**config.mk**
```make
export PLATFORM = sky130hd
export DESIGN_NAME = coef_table_loader
export DESIGN_NICKNAME = d
export VERILOG_FILES = /design/src/rtl/coef_table_loader.sv
export SDC_FILE = /design/constraint.sdc
export NUM_CORES = 1
export LEC_CHECK = 0
export ABC_AREA = 1
export CORE_MARGIN = 2
export CORE_UTILIZATION = 56
export CTS_BUF_LIST = sky130_fd_sc_hd__clkbuf_4
export CTS_CLUSTER_DIAMETER = 150
export DETAILED_ROUTE_END_ITERATION = 12
export PLACE_DENSITY_LB_ADDON = 0.1
export SETUP_SLACK_MARGIN = 0.3
export SLEW_MARGIN = 15
export SYNTH_ARGS = -nofsm -noshare
export SYNTH_HDL_FRONTEND = slang
export SYNTH_SLANG_ARGS = --single-unit
```
**constraint.sdc**
```tcl
create_clock -name clk -period 3.3 [get_ports clk]
set_input_delay 0.495 -clock clk [delete_from_list [all_inputs] [get_ports clk]]
set_output_delay 0.495 -clock clk [all_outputs]
set_load 0.005 [all_outputs]
```
**src/rtl/coef_table_loader.sv**
```systemverilog
// rtl/coef_table_loader.sv - writable twiddle-coefficient table with streamed load and registered read
//
// Purpose:
//   Accepts DEPTH coefficient words over a valid/ready handshake, stores them
//   in a DEPTH x WIDTH table and serves them through a one-cycle registered
//   read port that matches the fixed coefficient ROMs.
//
// Optional feature (macro COEF_LOAD_CHECKSUM_EN):
//   defined     - each load carries one extra beat, the mod-2^WIDTH sum of the
//                 DEPTH coefficients; a mismatch raises the sticky err flag.
//   not defined - loads are exactly DEPTH beats, err is tied to 0.
//
// Ports:
//   clk          clock, all logic on posedge
//   rst          asynchronous active-high reset
//   start        one-cycle pulse, begins (or restarts) a load
//   in_data      coefficient word
//   in_valid     in_data valid
//   in_ready     block accepts in_data this cycle
//   loading      load in progress
//   done         one-cycle pulse when a load completes
//   err          sticky checksum error (cleared by start)
//   table_valid  table holds a complete load
//   rd_en        read enable
//   rd_addr      read address
//   rd_data      registered read data (holds when rd_en=0)

module coef_table_loader #(
   parameter int DEPTH = 32,
   parameter int WIDTH = 16,
   parameter int AW    = $clog2(DEPTH)
) (
   input  logic             clk,
   input  logic             rst,
   input  logic             start,
   input  logic [WIDTH-1:0] in_data,
   input  logic             in_valid,
   output logic             in_ready,
   output logic             loading,
   output logic             done,
   output logic             err,
   output logic             table_valid,
   input  logic             rd_en,
   input  logic [AW-1:0]    rd_addr,
   output logic [WIDTH-1:0] rd_data
);

`ifdef COEF_LOAD_CHECKSUM_EN
   typedef enum logic [1:0] {IDLE = 2'd0, LOAD = 2'd1, CHECK = 2'd2, FIN = 2'd3} state_t;
`else
   typedef enum logic [1:0] {IDLE = 2'd0, LOAD = 2'd1, FIN = 2'd3} state_t;
`endif

   localparam logic [AW-1:0] LAST_IDX = AW'(DEPTH - 1);

   state_t           state;
   logic [AW-1:0]    idx;
   logic [WIDTH-1:0] mem [DEPTH];
   logic             wr_en;

`ifdef COEF_LOAD_CHECKSUM_EN
   logic [WIDTH-1:0] sum;
`endif

   // A start in LOAD restarts the load, so the beat offered alongside it is dropped.
   assign wr_en = (state == LOAD) && in_valid && !start;

   always_ff @(posedge clk or posedge rst) begin
      if (rst) begin
         state       <= IDLE;
         idx         <= '0;
         in_ready    <= 1'b0;
         loading     <= 1'b0;
         done        <= 1'b0;
         table_valid <= 1'b0;
`ifdef COEF_LOAD_CHECKSUM_EN
         sum         <= '0;
         err         <= 1'b0;
`endif
      end else begin
         done <= 1'b0;
         case (state)
            IDLE: begin
               if (start) begin
                  state       <= LOAD;
                  idx         <= '0;
                  table_valid <= 1'b0;
                  in_ready    <= 1'b1;
                  loading     <= 1'b1;
`ifdef COEF_LOAD_CHECKSUM_EN
                  sum         <= '0;
                  err         <= 1'b0;
`endif
               end
            end

            LOAD: begin
               if (start) begin
                  idx <= '0;
`ifdef COEF_LOAD_CHECKSUM_EN
                  sum <= '0;
                  err <= 1'b0;
`endif
               end else if (in_valid) begin
`ifdef COEF_LOAD_CHECKSUM_EN
                  sum <= sum + in_data;
`endif
                  // idx never wraps: the last beat moves the FSM on instead.
                  if (idx == LAST_IDX) begin
`ifdef COEF_LOAD_CHECKSUM_EN
                     state <= CHECK;
`else
                     state       <= FIN;
                     in_ready    <= 1'b0;
                     loading     <= 1'b0;
                     done        <= 1'b1;
                     table_valid <= 1'b1;
`endif
                  end else begin
                     idx <= idx + AW'(1);
                  end
               end
            end

`ifdef COEF_LOAD_CHECKSUM_EN
            CHECK: begin
               if (start) begin
                  state <= LOAD;
                  idx   <= '0;
                  sum   <= '0;
                  err   <= 1'b0;
               end else if (in_valid) begin
                  // Checksum beat: compared only, never written to the table.
                  if (in_data != sum)
                     err <= 1'b1;
                  state       <= FIN;
                  in_ready    <= 1'b0;
                  loading     <= 1'b0;
                  done        <= 1'b1;
                  table_valid <= 1'b1;
               end
            end
`endif

            FIN: begin
               // start is ignored here; done was raised on entry and drops now.
               state <= IDLE;
            end

            default: begin
               state    <= IDLE;
               in_ready <= 1'b0;
               loading  <= 1'b0;
            end
         endcase
      end
   end

`ifndef COEF_LOAD_CHECKSUM_EN
   assign err = 1'b0;
`endif

   // Table storage is deliberately not reset.
   always_ff @(posedge clk) begin
      if (wr_en)
         mem[idx] <= in_data;
   end

   // Registered read; a same-address write in the same cycle returns the old word.
   always_ff @(posedge clk or posedge rst) begin
      if (rst)
         rd_data <= '0;
      else if (rd_en)
         rd_data <= mem[rd_addr];
   end

endmodule

```
==> results of run 1 <==
## worst max path at each step
stage                     start           to  slack [ps]  depth (start not counted)
global route         rd_data[7]   rd_data[7]         930                          1
floorplan              state[1]    mem[0][0]        1120                          7
detailed placement        start  mem[17][14]         730                          7
finish               rd_data[7]   rd_data[7]        1000                          1
CTS                 rd_data[13]  rd_data[13]         950                          1
global placement          start   mem[17][6]         840                          7
## cells in the final DEF, fill, tap and decap left out, types with 5 or more instances in the layout
cell type and instances:
o21ai_0 5, clkinv_1 17, buf_4 64, clkbuf_4 211
nand3_1 442, nand2_1 681, dfrtp_1 26, buf_12 7
nor2_1 37, inv_2 6, ha_1 6, edfxtp_1 512
inv_1 16, clkdlybuf4s50_1 42
## flip-flops by register name (all words and copies together) (netlist names)
register and flops:
done 1, idx 5, loading 1, mem 512
rd_data 16, state 2, table_valid 1
## stage by stage
step           cells  setup WS, ps  utilization [%]  hold slack [ps]
3_5_place_dp    2378           734             59.3              497
4_1_cts         2614           952             63.9             5.60
6_report        2615          1000             63.9             69.7
5_1_grt         2615           935             63.9             69.1
2_1_floorplan   1860          1120                -              473
3_3_place_gp    2378           843             59.3              495
## power by group through the flow
stage          sequential [mW]  combinational, mW  clock (mW)
2_1_floorplan             7.71              0.538           0
3_3_place_gp              7.73              0.940           0
3_5_place_dp              7.74              0.954           0
4_1_cts                   7.59              0.957        5.76
5_1_grt                   7.59               1.05        6.09
6_report                  7.59              0.954        5.64
## layout make-up
type,count,area (um^2),share of cell area [%]
Tap cell,518,648,2.63
Clock inverter,25,174,0.705
Sequential cell,538,16000,64.9
Inverter,20,85.1,0.345
Multi-Input combinational cell,1187,5100,20.7
Clock buffer,211,1580,6.42
Antenna cell,1,2.50,0.0101
Timing Repair Buffer,115,1060,4.29
## routing by layer
metal	GRT usage (%)	wire length [um]	vias to the layer above
met5	0	0	-
met2	42.7	25800	659
li1	-	-	6851
met3	5.42	4360	93
met4	11.7	1610	0
met1	38.7	23200	7082
## kinds of logic (layout without fill, tap and decap cells)
group           count (synthesis)  in the layout  synth area share, %
other cells                     1              2               0.0171
compound gates                 11             11                0.273
flops                         538            538                 72.9
buf+inv                       135            371                 3.84
fa+ha+maj                       6              6                0.342
simple gates                 1169           1169                 22.6
==> flow_summary.ini, run 1 <==
[sta]
setup_viol = 0
max_freq_ghz = 0.435
hold_violations = 0
setup_tns_ps = 0
grt_setup_unrepaired = no
tightestPinTransition_ps = 872
skew_ps = 37.0
slew_headroom_pct = 41.8
period_minus_slack_ps = 2300
min_period_over_period_pct = 69.7
report.final.slew_viol_count = 0

[cells_and_area]
drive_above_1_share_pct = 14.5
final_net_count = 2033
area_delta_synth_final_pct = 12.3
nFillCells = 3110
final_area_um2 = 24700

[grt]
track_usage_pct = 27.6
first_global_vias = 14400
antenna_found_initial = 1
grt_max_degree = 135
grt_first_pass_wirelength_um = 83800
overflow = 0

[worst_setup_path]
cp-start-kind = register
path_cells = clkdlybuf4s50_1
regToRegStartpoint = state[1]
crit_slowest_cell = clkdlybuf4s50_1
critPathArrivalTime_ps = 1810
cp.required_ps = 2800
r2r_slack_ps = 1050
cp.buffers_inverters = 1
cp-end-kind = primary output
r2r_cells = 8
worstPathMaxFanout = 2
r2r-end = mem[17][3]
critPathMaxStageDelay_ps = 540
path_delay_family = buffers and inverters
criticalPathCategory = register to primary output

[power]
p_sw_share_pct = 22.8
ir_drop_mv = 0.345
leakagePower_nw = 9.31
total_power_mw = 14.2
clockPowerShare_pct = 39.7
p_switching_mw = 3.23
comb_power_share_pct = 6.7
seq_power_share_pct = 53.5
p_per_area_nw_per_um2 = 575
p_int_mw = 11.0

[yosys]
syn_inst = 1860
yosys.area.top_type = edfxtp_1
synthDominantCellAreaShare_pct = 70.0
syn_area_per_cell_um2 = 11.8
yosysSeqAreaShare_pct = 72.9
syn_nets = 1892
synth_area_leaders = edfxtp_1, nand2_1, nand3_1
synth_edf_count = 512
ys_types = 24
synth_top_flop_cell = edfxtp_1
synth_commonest_cells = nand2_1, edfxtp_1, nand3_1
async_reset_ff_share_pct = 4.83
ys_ff_latch = 538
ys_warn_count = 0
netlist_area_um2 = 22000
yosysMostFrequentCell = nand2_1

[place]
dpl_cell_area_um2 = 22900
port_buffers = 45
dp_hpwl_um = 30900
gp_congestion = 0.811

[clock_network]
clk_path_buf_depth = 3
cts_buffers = 139
htreeDepth = 4
hold_buffers = 0
post_cts_buffers = 0
cts.sinks = 538
root_buffer = clkbuf_4
cts_tree = yes
post_cts_resized = 0
cts.clk_slew.worst_paths_ps = 60
clock_latency_ps = 800

[die]
die-area_um2 = 40800
pin_count = 47
fp.coreArea_um2 = 38600
die_w_um = 202
rows = 72
start_util_pct = 56.8
die_y_um = 202

[route]
vias_per_cell = 5.62
drt_pass1_iterations = 5
first_iter_violations = 1371
wl_um = 55000
wl_per_cell_um = 21.0
routed-via-count = 14700
postRouteAntennaNets = 0
drt_drc_violations_left = 0

[status]
outcome = finished clean

[job]
maxCapViolCount = 0

[hold_path]
hold_class = input pin to async pin
Power figures use the tool's default switching activity.
==> run 2: changes to the inputs <==
==> constraint.sdc (replaced) <==
create_clock -name clk -period 1.9 [get_ports clk]
set_input_delay 0.285 -clock clk [delete_from_list [all_inputs] [get_ports clk]]
set_output_delay 0.285 -clock clk [all_outputs]
set_load 0.005 [all_outputs]
==> run 2 against run 1 <==
Effect of this change: final cell count increased by 3.2%; final area rose by 7.4%; routed wire length increased by 8.7%; total power increased by 74%; setup slack lost 860 ps; via count increased by 3.7%; register-to-register slack got worse by 910 ps; largest power group unchanged.
==> flow_summary.ini, run 2 (synthesized netlist as in run 1, its figures left out) <==
[sta]
skew_ps = 44.8
hold_violations = 0
grt_setup_unrepaired = yes
report.final.slew_viol_count = 0
max_freq_ghz = 0.567
period_minus_slack_ps = 1760
tightestPinTransition_ps = 577
slew_headroom_pct = 61.5
min_period_over_period_pct = 92.8
setup_viol = 0

[worst_setup_path]
r2r_cells = 10
critPathArrivalTime_ps = 2290
cp-start-kind = register
cp.required_ps = 2430
r2r_slack_ps = 140
cp-end-kind = register
criticalPathCategory = register to register
r2r-end = mem[1][14]
regToRegStartpoint = state[0]
worstPathMaxFanout = 8

[clock_network]
htreeDepth = 4
clock_latency_ps = 830
clk_path_buf_depth = 3
cts_tree = yes
root_buffer = clkbuf_4
cts.sinks = 538
cts.clk_slew.worst_paths_ps = 70
cts_buffers = 136

[place]
gp_congestion = 0.891
placed_cells = 2430
port_buffers = 45
dp_hpwl_um = 35600

[hold_path]
whs_path_depth = 9
hold_class = input pin to register
holdCritStartpoint = rd_addr[2]
min_to = rd_data[15]

[route]
vias_per_cell = 5.64
wl_per_cell_um = 22.2
routed-via-count = 15200
first_iter_violations = 1780
drt_drc_violations_left = 0
postRouteAntennaNets = 0
wl_um = 59800
drt_pass1_iterations = 6

[grt]
track_usage_pct = 29.9
antenna_found_initial = 2
grt_max_degree = 61
first_global_vias = 14700
grt_first_pass_wirelength_um = 88300
overflow = 0

[power]
total_power_mw = 24.7
p_per_area_nw_per_um2 = 932
leakagePower_nw = 10.0
ir_drop_mv = 0.645

[die]
start_util_pct = 56.8
pin_count = 47
rows = 72
die-area_um2 = 40800
die_y_um = 202
fp.coreArea_um2 = 38600
die_w_um = 202

[cells_and_area]
reg_top3 = mem x512, rd_data x16, idx x5
multi_input_area_um2 = 5430
largest-register = mem
layout_common_cells = nand2_1, edfxtp_1, nand3_1
area_delta_synth_final_pct = 20.6
nFillCells = 2801
final_net_count = 2121
drive_above_1_share_pct = 20.2
layout_commonest_cell = nand2_1
stdcell_count = 2698
regArea_um2 = 16000
largest_register_ff_count = 512

[job]
maxCapViolCount = 0

[status]
outcome = finished clean
## run 2: changes by cell type in the layout (fill, tap and decap cells not counted), moves of 3 or more
cell             before  now
buf_12                7   72
nor2_4                0   34
nor2_1               37    4
clkdlybuf4s50_1      42   22
buf_2                 1   20
clkbuf_4            211  196
buf_4                64   73
buf_6                 0    9
clkinv_1             17   22
clkbuf_16             0    4
nand2_8               0    4
buf_16                0    3
nand2_1             681  678
## run 2: area by class of cell
type	count	share of cell area, %
Inverter	20	0.359
Clock buffer	196	5.55
Timing Repair Buffer	206	9.93
Multi-Input combinational cell	1187	20.5
Tap cell	518	2.45
Antenna cell	1	0.00944
Sequential cell	538	60.5
Clock inverter	32	0.760
## run 2: how the worst max path moves through the flow
stage,from,end,slack (ps),depth (start not counted)
5_1_grt,state[0],mem[2][9],80,10
4_1_cts,rd_data[15],rd_data[15],120,1
6_report,state[0],mem[1][14],140,10
2_1_floorplan,state[1],mem[31][0],160,7
3_5_place_dp,start,mem[21][6],-50,7
3_3_place_gp,start,mem[21][15],-40,7
## run 2: layer usage
layer | vias to the layer above | GRT usage [%] | share of wire [%]
li1 | 7050 | - | -
met1 | 7194 | 42.3 | 41
met2 | 857 | 46.2 | 47
met3 | 121 | 6.26 | 10
met4 | 0 | 10.9 | 2.7
met5 | - | 0 | 0
## run 2: repair_timing
| item | CTS | global route |
|---|---|---|
| buffers inserted | 20 | 11 |
| endpoints found under the setup margin | 537 | 538 |
| endpoints found under the hold margin | 26 | 0 |
| gates resized for setup | 90 | 16 |
| hold buffers | 1 | 0 |
| gates cloned | 4 | 3 |
| pin swaps | 11 | 3 |
## run 2: metrics by stage
step	hold slack, ps	setup WS [ps]	instance area, um^2	setup TNS, ps	util, %
2_1_floorplan	325	160	22300	0	-
6_report	253	137	26500	0	68.6
3_5_place_dp	466	-45.0	24400	-6960	63.1
5_1_grt	247	77.4	26500	0	68.6
3_3_place_gp	462	-36.2	24400	-2760	63.1
4_1_cts	181	120	26300	0	68.1
## run 2: critical path, stage by stage (launching register included)
cell	delay [ps]
dfrtp_1	370
inv_2	60
nor2_4	110
inv_2	60
nor2_4	110
nand2_4	90
clkinv_8	100
nand2_8	100
buf_6	160
nor2_4	150
clkbuf_16	190
## run 2: power by group
group	internal (mW)	total [mW]	leakage (nW)	switching (mW)
registers	13.1	13.2	4.93	0.0662
clock network	5.11	9.48	1.01	4.37
logic	0.699	2.05	4.08	1.35
total	18.9	24.7	10.0	5.79
